`src/rtl/cskipa_accum_41bit_if.sv`:
```
// Handshake and data bundle for the streaming carry-skip accumulator.
// The master side drives job requests, operands and result acceptance.
// The slave side is the accumulator, which returns readiness, results and status.
interface cskipa_accum_41bit_if #(
    parameter int WIDTH = 41,
    parameter int CNT_W = 8
);

    logic             i_start;
    logic [CNT_W-1:0] i_len;
    logic             i_valid;
    logic             o_ready;
    logic [WIDTH-1:0] i_data;
    logic             o_valid;
    logic             i_ready;
    logic [WIDTH-1:0] o_sum;
    logic             o_ovf;
    logic [CNT_W-1:0] o_count;
    logic             o_busy;

    modport master (
        output i_start,
        output i_len,
        output i_valid,
        output i_data,
        output i_ready,
        input  o_ready,
        input  o_valid,
        input  o_sum,
        input  o_ovf,
        input  o_count,
        input  o_busy
    );

    modport slave (
        input  i_start,
        input  i_len,
        input  i_valid,
        input  i_data,
        input  i_ready,
        output o_ready,
        output o_valid,
        output o_sum,
        output o_ovf,
        output o_count,
        output o_busy
    );

endinterface

```
`src/rtl/cskipa_accum_41bit.sv`:
```
// Streaming accumulator built around a combinational carry-skip adder.
// A job sums i_len operands modulo 2^WIDTH and records any carry out as a
// sticky overflow, then offers the total on a valid/ready result port.

// Carry-skip adder: bits ripple inside fixed-size blocks, and a block whose
// bits all propagate passes its incoming carry straight to the next block.
// The final block may be narrower than BLK when WIDTH is not a multiple.
module CSkipA_41bit #(
    parameter int WIDTH = 41,
    parameter int BLK   = 4
) (
    input  logic [WIDTH-1:0] a_i,
    input  logic [WIDTH-1:0] b_i,
    input  logic             cin_i,
    output logic [WIDTH-1:0] sum_o,
    output logic             cout_o
);

    logic carry;
    logic blkIn;
    logic blkProp;
    logic bitProp;

    // Ripple within each block, then choose between the rippled carry and the skip path at the block boundary.
    always_comb begin
        sum_o   = '0;
        carry   = cin_i;
        blkIn   = cin_i;
        blkProp = 1'b1;
        bitProp = 1'b0;
        for (int i = 0; i < WIDTH; i++) begin
            bitProp  = a_i[i] ^ b_i[i];
            sum_o[i] = bitProp ^ carry;
            carry    = (a_i[i] & b_i[i]) | (bitProp & carry);
            blkProp  = blkProp & bitProp;
            if (((i % BLK) == (BLK - 1)) || (i == (WIDTH - 1))) begin
                carry   = blkProp ? blkIn : carry;
                blkIn   = carry;
                blkProp = 1'b1;
            end
        end
        cout_o = carry;
    end

endmodule

// Accumulator controller: IDLE waits for a start, ACC folds each accepted
// operand into the running sum, DONE holds the result until it is taken.
module cskipa_accum_41bit #(
    parameter int WIDTH = 41,
    parameter int CNT_W = 8
) (
    input  logic                       i_clk,
    input  logic                       i_rst,
    cskipa_accum_41bit_if.slave        bus
);

    typedef enum logic [1:0] {
        IDLE = 2'd0,
        ACC  = 2'd1,
        DONE = 2'd2
    } state_t;

    state_t           state_q;
    state_t           state_d;
    logic [WIDTH-1:0] acc_q;
    logic [WIDTH-1:0] acc_d;
    logic             ovf_q;
    logic             ovf_d;
    logic [CNT_W-1:0] count_q;
    logic [CNT_W-1:0] count_d;
    logic [CNT_W-1:0] remaining_q;
    logic [CNT_W-1:0] remaining_d;

    logic [WIDTH-1:0] addSum;
    logic             addCout;
    logic             beatAccept;

    // The adder always sees the running total and the current operand; its result only matters on an accepted beat.
    CSkipA_41bit #(
        .WIDTH (WIDTH),
        .BLK   (4)
    ) uAdder (
        .a_i    (acc_q),
        .b_i    (bus.i_data),
        .cin_i  (1'b0),
        .sum_o  (addSum),
        .cout_o (addCout)
    );

    assign beatAccept = (state_q == ACC) && bus.i_valid;

    // State and datapath registers; reset wins over any job in flight and discards it.
    always_ff @(posedge i_clk) begin
        if (i_rst) begin
            state_q     <= IDLE;
            acc_q       <= '0;
            ovf_q       <= 1'b0;
            count_q     <= '0;
            remaining_q <= '0;
        end else begin
            state_q     <= state_d;
            acc_q       <= acc_d;
            ovf_q       <= ovf_d;
            count_q     <= count_d;
            remaining_q <= remaining_d;
        end
    end

    // Next-state logic; starts outside IDLE are ignored and the result registers are kept after hand-off.
    always_comb begin
        state_d     = state_q;
        acc_d       = acc_q;
        ovf_d       = ovf_q;
        count_d     = count_q;
        remaining_d = remaining_q;
        case (state_q)
            IDLE: begin
                if (bus.i_start) begin
                    acc_d       = '0;
                    ovf_d       = 1'b0;
                    count_d     = '0;
                    remaining_d = bus.i_len;
                    state_d     = (bus.i_len != '0) ? ACC : DONE;
                end
            end
            ACC: begin
                if (beatAccept) begin
                    acc_d       = addSum;
                    ovf_d       = ovf_q | addCout;
                    count_d     = count_q + CNT_W'(1);
                    remaining_d = remaining_q - CNT_W'(1);
                    if (remaining_q == CNT_W'(1)) begin
                        state_d = DONE;
                    end
                end
            end
            DONE: begin
                if (bus.i_ready) begin
                    state_d = IDLE;
                end
            end
            default: begin
                state_d = IDLE;
            end
        endcase
    end

    // Handshake and status outputs follow the state directly; result fields mirror the registers at all times.
    always_comb begin
        bus.o_ready = (state_q == ACC);
        bus.o_valid = (state_q == DONE);
        bus.o_busy  = (state_q == ACC) || (state_q == DONE);
        bus.o_sum   = acc_q;
        bus.o_ovf   = ovf_q;
        bus.o_count = count_q;
    end

endmodule
```
`src/flat_wrapper.sv`:
```
// flat-port wrapper written by rule: the top's interface ports become plain ports
module cskipa_accum_41bit_flat 
#(
    parameter int WIDTH = 41,
    parameter int CNT_W = 8
)
  (i_clk, i_rst, bus_i_start, bus_i_len, bus_i_valid, bus_i_data, bus_i_ready, bus_o_ready, bus_o_valid, bus_o_sum, bus_o_ovf, bus_o_count, bus_o_busy);
  cskipa_accum_41bit_if #(.WIDTH(WIDTH), .CNT_W(CNT_W)) bus_i ();
  input  logic i_clk;
  input  logic i_rst;
  input wire logic [$bits(bus_i.i_start)-1:0] bus_i_start;
  input wire logic [$bits(bus_i.i_len)-1:0] bus_i_len;
  input wire logic [$bits(bus_i.i_valid)-1:0] bus_i_valid;
  input wire logic [$bits(bus_i.i_data)-1:0] bus_i_data;
  input wire logic [$bits(bus_i.i_ready)-1:0] bus_i_ready;
  output wire logic [$bits(bus_i.o_ready)-1:0] bus_o_ready;
  output wire logic [$bits(bus_i.o_valid)-1:0] bus_o_valid;
  output wire logic [$bits(bus_i.o_sum)-1:0] bus_o_sum;
  output wire logic [$bits(bus_i.o_ovf)-1:0] bus_o_ovf;
  output wire logic [$bits(bus_i.o_count)-1:0] bus_o_count;
  output wire logic [$bits(bus_i.o_busy)-1:0] bus_o_busy;
  assign bus_i.i_start = bus_i_start;
  assign bus_i.i_len = bus_i_len;
  assign bus_i.i_valid = bus_i_valid;
  assign bus_i.i_data = bus_i_data;
  assign bus_i.i_ready = bus_i_ready;
  assign bus_o_ready = bus_i.o_ready;
  assign bus_o_valid = bus_i.o_valid;
  assign bus_o_sum = bus_i.o_sum;
  assign bus_o_ovf = bus_i.o_ovf;
  assign bus_o_count = bus_i.o_count;
  assign bus_o_busy = bus_i.o_busy;
  cskipa_accum_41bit #(.WIDTH(WIDTH), .CNT_W(CNT_W)) u_core (.i_clk(i_clk), .i_rst(i_rst), .bus(bus_i));
endmodule
```
`config.mk`:
```
export PLATFORM = sky130hd
export DESIGN_NAME = cskipa_accum_41bit_flat
export DESIGN_NICKNAME = d
export VERILOG_FILES = /design/src/rtl/cskipa_accum_41bit_if.sv /design/src/rtl/cskipa_accum_41bit.sv /design/src/flat_wrapper.sv
export SDC_FILE = /design/constraint.sdc
export NUM_CORES = 1
export LEC_CHECK = 0
export ABC_AREA = 1
export BUFFER_PORTS_ARGS = -buffer_cell sky130_fd_sc_hd__buf_2
export CAP_MARGIN = 5
export CORE_MARGIN = 8
export CORE_UTILIZATION = 55
export DETAILED_ROUTE_END_ITERATION = 10
export PLACE_DENSITY_LB_ADDON = 0.3
export SLEW_MARGIN = 15
export SYNTH_ARGS = -nofsm -noshare
export SYNTH_HDL_FRONTEND = slang
export SYNTH_HIERARCHICAL = 1
export SYNTH_SLANG_ARGS = --single-unit
export TNS_END_PERCENT = 1
```
`constraint.sdc`:
```
create_clock -name i_clk -period 25.3 [get_ports i_clk]
set_clock_uncertainty 0.15 [all_clocks]
set_input_delay 2.53 -clock i_clk [delete_from_list [all_inputs] [get_ports i_clk]]
set_output_delay 2.53 -clock i_clk [all_outputs]
set_load 0.01 [all_outputs]
```
-- Word level (Yosys, flattened, before mapping)
Index checks and enable logic that the tools add are counted.
- $add $sub $neg: 2
- eq/ne operators: 7
- multiplexer cells: 29
- bitwise gates (word level): 233
- reduce and logical (&&, ||, !) cells: 7
- operators by type and width (operator ; number):
    $and A1 B1 Y1 ; 111
    $mux W41 ; 2
    $pmux W41 S2 ; 1
    $xor A1 B1 Y1 ; 81
    $or A1 B1 Y1 ; 41
    $mux W8 ; 4
    $pmux W8 S2 ; 2
    $mux W1 ; 13
    $mux W2 ; 5
    $add A8 B1 Y8 const B ; 1
    $eq A8 B1 Y1 const B ; 1
    $reduce_bool A8 Y1 ; 1
    $sub A8 B1 Y8 const B ; 1
    $pmux W2 S3 ; 1
    $ne A2 B1 Y1 const B ; 2
    $ne A2 B2 Y1 const B ; 2
    $reduce_and A4 Y1 ; 1
    $reduce_and A3 Y1 ; 1
    $eq A2 B1 Y1 const B ; 1
    $eq A2 B2 Y1 const B ; 1
    $logic_not A2 Y1 ; 1
    $pmux W1 S2 ; 1
    $reduce_bool A2 Y1 ; 1
    $logic_and A1 B1 Y1 ; 1
    $logic_or A1 B1 Y1 ; 1
- register bits after elaboration: 60
- output and inout bits: 53

-- Longest topological paths before layout
- depth in word-level cells: 95
- depth in mapped cells: 66
- mapped depth without buffers: 66

-- Cells and area by module
The synthesis kept the hierarchy.
- by module, submodules not included (module ; times used ; cells an instance ; area an instance (µm²)):
    cskipa_accum_41bit ; 1 ; 375 ; 2905.3
    CSkipA_41bit ; 1 ; 143 ; 1672.9

-- Worst setup path before layout
No wires, ideal clock.
- path type: input to register
- start point: in bus_i_data[0]
- end point: reg u_core.acc_q[40], in the netlist u_core/bus.o_sum[40]
- arrival time: 20.867 ns
- data required time: 25.080 ns
- slack: 4.212 ns
- stages on the path: 66
- path buffers: 0
- cell sequence: inv_1 -> fa_1 -> inv_1 -> fa_1 -> fa_1 -> fa_1 -> o21bai_2 -> and2_2 -> fa_1 -> fa_1 -> fa_1 -> fa_1 -> o21ai_4 -> nand2_1 -> fa_1 -> fa_1 -> fa_1 -> fa_1 -> [... 30 more ...] -> nand2_1 -> nand2_1 -> fa_1 -> fa_1 -> fa_1 -> fa_1 -> or2_2 -> and2_1 -> fa_1 -> fa_1 -> fa_1 -> inv_1 -> fa_1 -> or2_2 -> nand2_1 -> fa_1 -> nand3_1 -> a21oi_1
- word-level cells in the longest chain between the ends: 92
- elaborated cells on any way between the ends: 96
- classes of those cells: 12 x mux; 84 x bitwise
- RTL lines (what ; line ; source):
    from (decl) ; flat_wrapper.sv:14 ; input wire logic [$bits(bus_i.i_data)-1:0] bus_i_data;
    $and A1 B1 Y1 (2 in series) ; cskipa_accum_41bit.sv:34 ; carry = (a_i[i] & b_i[i]) | (bitProp & carry);
    $or A1 B1 Y1 ; cskipa_accum_41bit.sv:34 ;
    $and A1 B1 Y1 ; cskipa_accum_41bit.sv:34 ;
    $or A1 B1 Y1 ; cskipa_accum_41bit.sv:34 ;
    $and A1 B1 Y1 ; cskipa_accum_41bit.sv:34 ;
    $or A1 B1 Y1 ; cskipa_accum_41bit.sv:34 ;
    $mux W1 * ; cskipa_accum_41bit.sv:37 ; carry = blkProp ? blkIn : carry;
    $and A1 B1 Y1 ; cskipa_accum_41bit.sv:34 ;
    [... 76 more ...] ; - ;
    $or A1 B1 Y1 ; cskipa_accum_41bit.sv:34 ;
    $and A1 B1 Y1 ; cskipa_accum_41bit.sv:34 ;
    $or A1 B1 Y1 ; cskipa_accum_41bit.sv:34 ;
    $mux W1 * ; cskipa_accum_41bit.sv:37 ;
    $xor A1 B1 Y1 * ; cskipa_accum_41bit.sv:33 ; sum_o[i] = bitProp ^ carry;
    via u_core.addSum[40] ; cskipa_accum_41bit.sv:75 ; logic [WIDTH-1:0] addSum;
    $mux W41 * ; cskipa_accum_41bit.sv:128 ; if (beatAccept) begin
    $pmux W41 S2 * ; cskipa_accum_41bit.sv:117 ; case (state_q)
    to (signal assigned) ; cskipa_accum_41bit.sv:97 ; acc_q <= '0;
    to (signal assigned) ; cskipa_accum_41bit.sv:103 ; acc_q <= acc_d;
    to (decl) ; cskipa_accum_41bit.sv:66 ; logic [WIDTH-1:0] acc_q;
Mark *: on every way through the listed nets, which the timed path passes. The rest lies on a longest branch. The select of a mux whose other input is x is not followed.
A chain may end at the register's enable or synchronous reset.

-- Final worst setup path
Ends and elaborated chain as after synthesis.

==> results.py <==
metrics = {
    "outcome": {
        "status": "completed",
    },
    "sta": {
        "whs_ps": 351,
        "max_slew_margin_pct": 44.1,
        "timing.final.hold_violations": 0,
        "fin_crit_sh_pct": 85.4,
        "timing.setup.tns_ps": 0,
        "drv_slew": 0,
        "rsz0062_at_grt": "no",
        "setup_viol": 0,
        "worst_pin_slew_ps": 839,
        "max_freq_mhz": 46.3,
        "period_minus_slack_ps": 21600,
    },
    "floorplan": {
        "row_count": 33,
        "core_area_mm2": 0.00813,
        "die_w_um": 107,
        "io_pins": 107,
        "dieArea_mm2": 0.0115,
        "die_y_um": 107,
        "start_util_pct": 56.3,
    },
    "layout": {
        "drive_above_1_share_pct": 30.9,
        "fillers": 699,
        "syn_to_final_growth_pct": 16.3,
        "finalNonFillerCells": 724,
        "design_area_mm2": 0.00532,
        "layout.nets": 755,
        "fin_util_pct": 65.5,
        "antenna_cells": 0,
    },
    "global_routing": {
        "grt_antenna_before_repair": 0,
        "first_global_vias": 3982,
        "grt_max_degree": 59,
        "grt_overflow": 0,
        "grt_pass1_wl_um": 18300,
        "grt_usage_pct": 19.1,
    },
    "setup_path": {
        "crit_top_cell": "fa_1",
        "cp-end-kind": "register",
        "setup.worst_path.start_class": "input pin",
        "cp_slowest_cell": "fa_1",
        "crit_type": "in2reg",
        "max_stage_delay_ps": 480,
        "worstPathRequired_ps": 25400,
        "cp_max_fo": 2,
        "worstPathArrival_ps": 21710,
        "rr_worst_depth": 66,
    },
    "placement": {
        "port_buffers": 106,
        "postPlaceCellArea_mm2": 0.00511,
        "dp.cells": 708,
        "routabilityCongestion": 0.840,
        "dp_hpwl_um": 7770,
    },
    "synth": {
        "yosysSeqAreaShare_pct": 26.2,
        "synth_cells": 518,
        "avgSynthCellArea_um2": 8.84,
        "synth.distinct_cells": 28,
        "syn_nets": 659,
        "yosysWarnings": 6,
        "syn_area_mm2": 0.00458,
        "synth-seq-cells": 60,
    },
    "routing": {
        "drc": 0,
        "dr.pass1.iters": 4,
        "vias_per_cell": 5.20,
        "drtIter0Drc": 150,
        "routed_wl_um": 10700,
        "vias": 3765,
        "final_antenna_net_count": 0,
        "wl_per_cell_um": 14.8,
    },
    "clock_network": {
        "cts_sinks": 60,
        "cts.clk_slew.worst_paths_ps": 70,
        "cts_htree_levels": 3,
        "post_cts_resized": 0,
        "cts_tree": "built",
        "numCtsBuffers": 9,
        "cts_buffer_depth": 2,
        "clockRootBuffer": "clkbuf_8",
        "holdBufCountCts": 0,
        "worstSkewPairLatency_ps": 330,
        "postCtsSetupRepairBufs": 0,
    },
    "power_and_ir_drop": {
        "vdd_drop_max_uv": 76.4,
        "p_leak_nw": 2.55,
        "p_per_area_mw_per_mm2": 85.1,
    },
    "worst_hold_path": {
        "holdPathStages": 2,
        "holdCritPathClass": "reg2reg",
    },
    "job": {
        "drv_cap": 0,
    },
}
cell usage in the layout, fill, tap and decap left out, drive strengths merged, types with 14 or more instances in the layout:
master and n:
buf 110, nand2 104, nand3 71, dfxtp 60, a21oi 58, ha 46
fa 41, inv 39, nor2 33, nand4 14
kinds of logic after synthesis:
group / synth area share, %
other: 0.0819
and+or+nand+nor: 28.4
DFF: 26.2
buffers and inverters: 6.81
xor gates and xnor gates: 0.191
adders and majority gates: 30.5
AOI/OAI and AO/OA: 7.82
cells in the mapped netlist (all sizes together):
library cell / count / area [um^2]
nand2: 104 / 393
inv: 39 / 146
nand4: 14 / 87.6
conb: 1 / 3.75
buf: 18 / 139
nor2: 33 / 131
fa: 41 / 821
o21ai: 9 / 56.3
dfxtp: 60 / 1200
xor2: 1 / 8.76
and2: 5 / 36.3
nor3: 2 / 10.0
and3: 1 / 6.26
ha: 46 / 576
o21bai: 1 / 11.3
a21oi: 58 / 290
clkbuf: 7 / 26.3
nand3: 71 / 591
or2: 7 / 43.8
worst max-delay path, delay by kind of cell:
| family | cells | cell delay, ps |
|---|---|---|
| AO/OA/AOI/OAI | 3 | 440 |
| adder cells (fa/ha/maj) | 41 | 15370 |
| buffers and inverters | 4 | 300 |
| AND/OR/NAND/NOR | 19 | 3060 |
power by group:
part	switching, W	total, W	internal, W
clock	0.0000380	0.0000957	0.0000577
combinational	0.000144	0.000223	0.0000786
sequential	0.0000216	0.000135	0.000113
sequential cells by signal, indices dropped and copies added, names as in the netlist:
| signal | cells |
|---|---|
| u_core/bus.o_count | 8 |
| u_core/bus.o_ovf | 1 |
| u_core/bus.o_sum | 41 |
| u_core/remaining_q | 8 |
| u_core/state_q | 2 |
path summary, 6_finish.rpt:
kind | from | to | slack, ps
max | bus_i_data[0] | u_core/bus.o_sum[40]$_SDFFE_PP0P_ | 3700
min | u_core/bus.o_ovf$_SDFFE_PP0P_ | u_core/bus.o_ovf$_SDFFE_PP0P_ | 350
max reg2reg | u_core/bus.o_sum[0]$_SDFFE_PP0P_ | u_core/bus.o_sum[40]$_SDFFE_PP0P_ | 5640
min reg2reg | u_core/bus.o_ovf$_SDFFE_PP0P_ | u_core/bus.o_ovf$_SDFFE_PP0P_ | 350
per-layer routing:
metal  share of wire [%]  track usage, %
met1                  44            22.5
met2                  49            33.7
met3                 6.8            5.64
met4                0.53            3.72
met5                   0               0
final cells by class:
cell class	instances	area, um^2	area share [%]
tap	105	131	2.47
sequential	60	1200	22.6
inverter	39	146	2.75
clock inverter	5	75.1	1.41
timing repair buffer	110	561	10.5
multi-input combinational	394	3070	57.6
clock buffer	11	141	2.66
stage by stage:
step | worst slack [ps] | power, W
2_1_floorplan | 4210 | 0.000315
3_3_place_gp | 3750 | 0.000352
3_5_place_dp | 3370 | 0.000359
4_1_cts | 3750 | 0.000458
5_1_grt | 2930 | 0.000492
6_report | 3700 | 0.000453
Power figures use the tool's default switching activity.
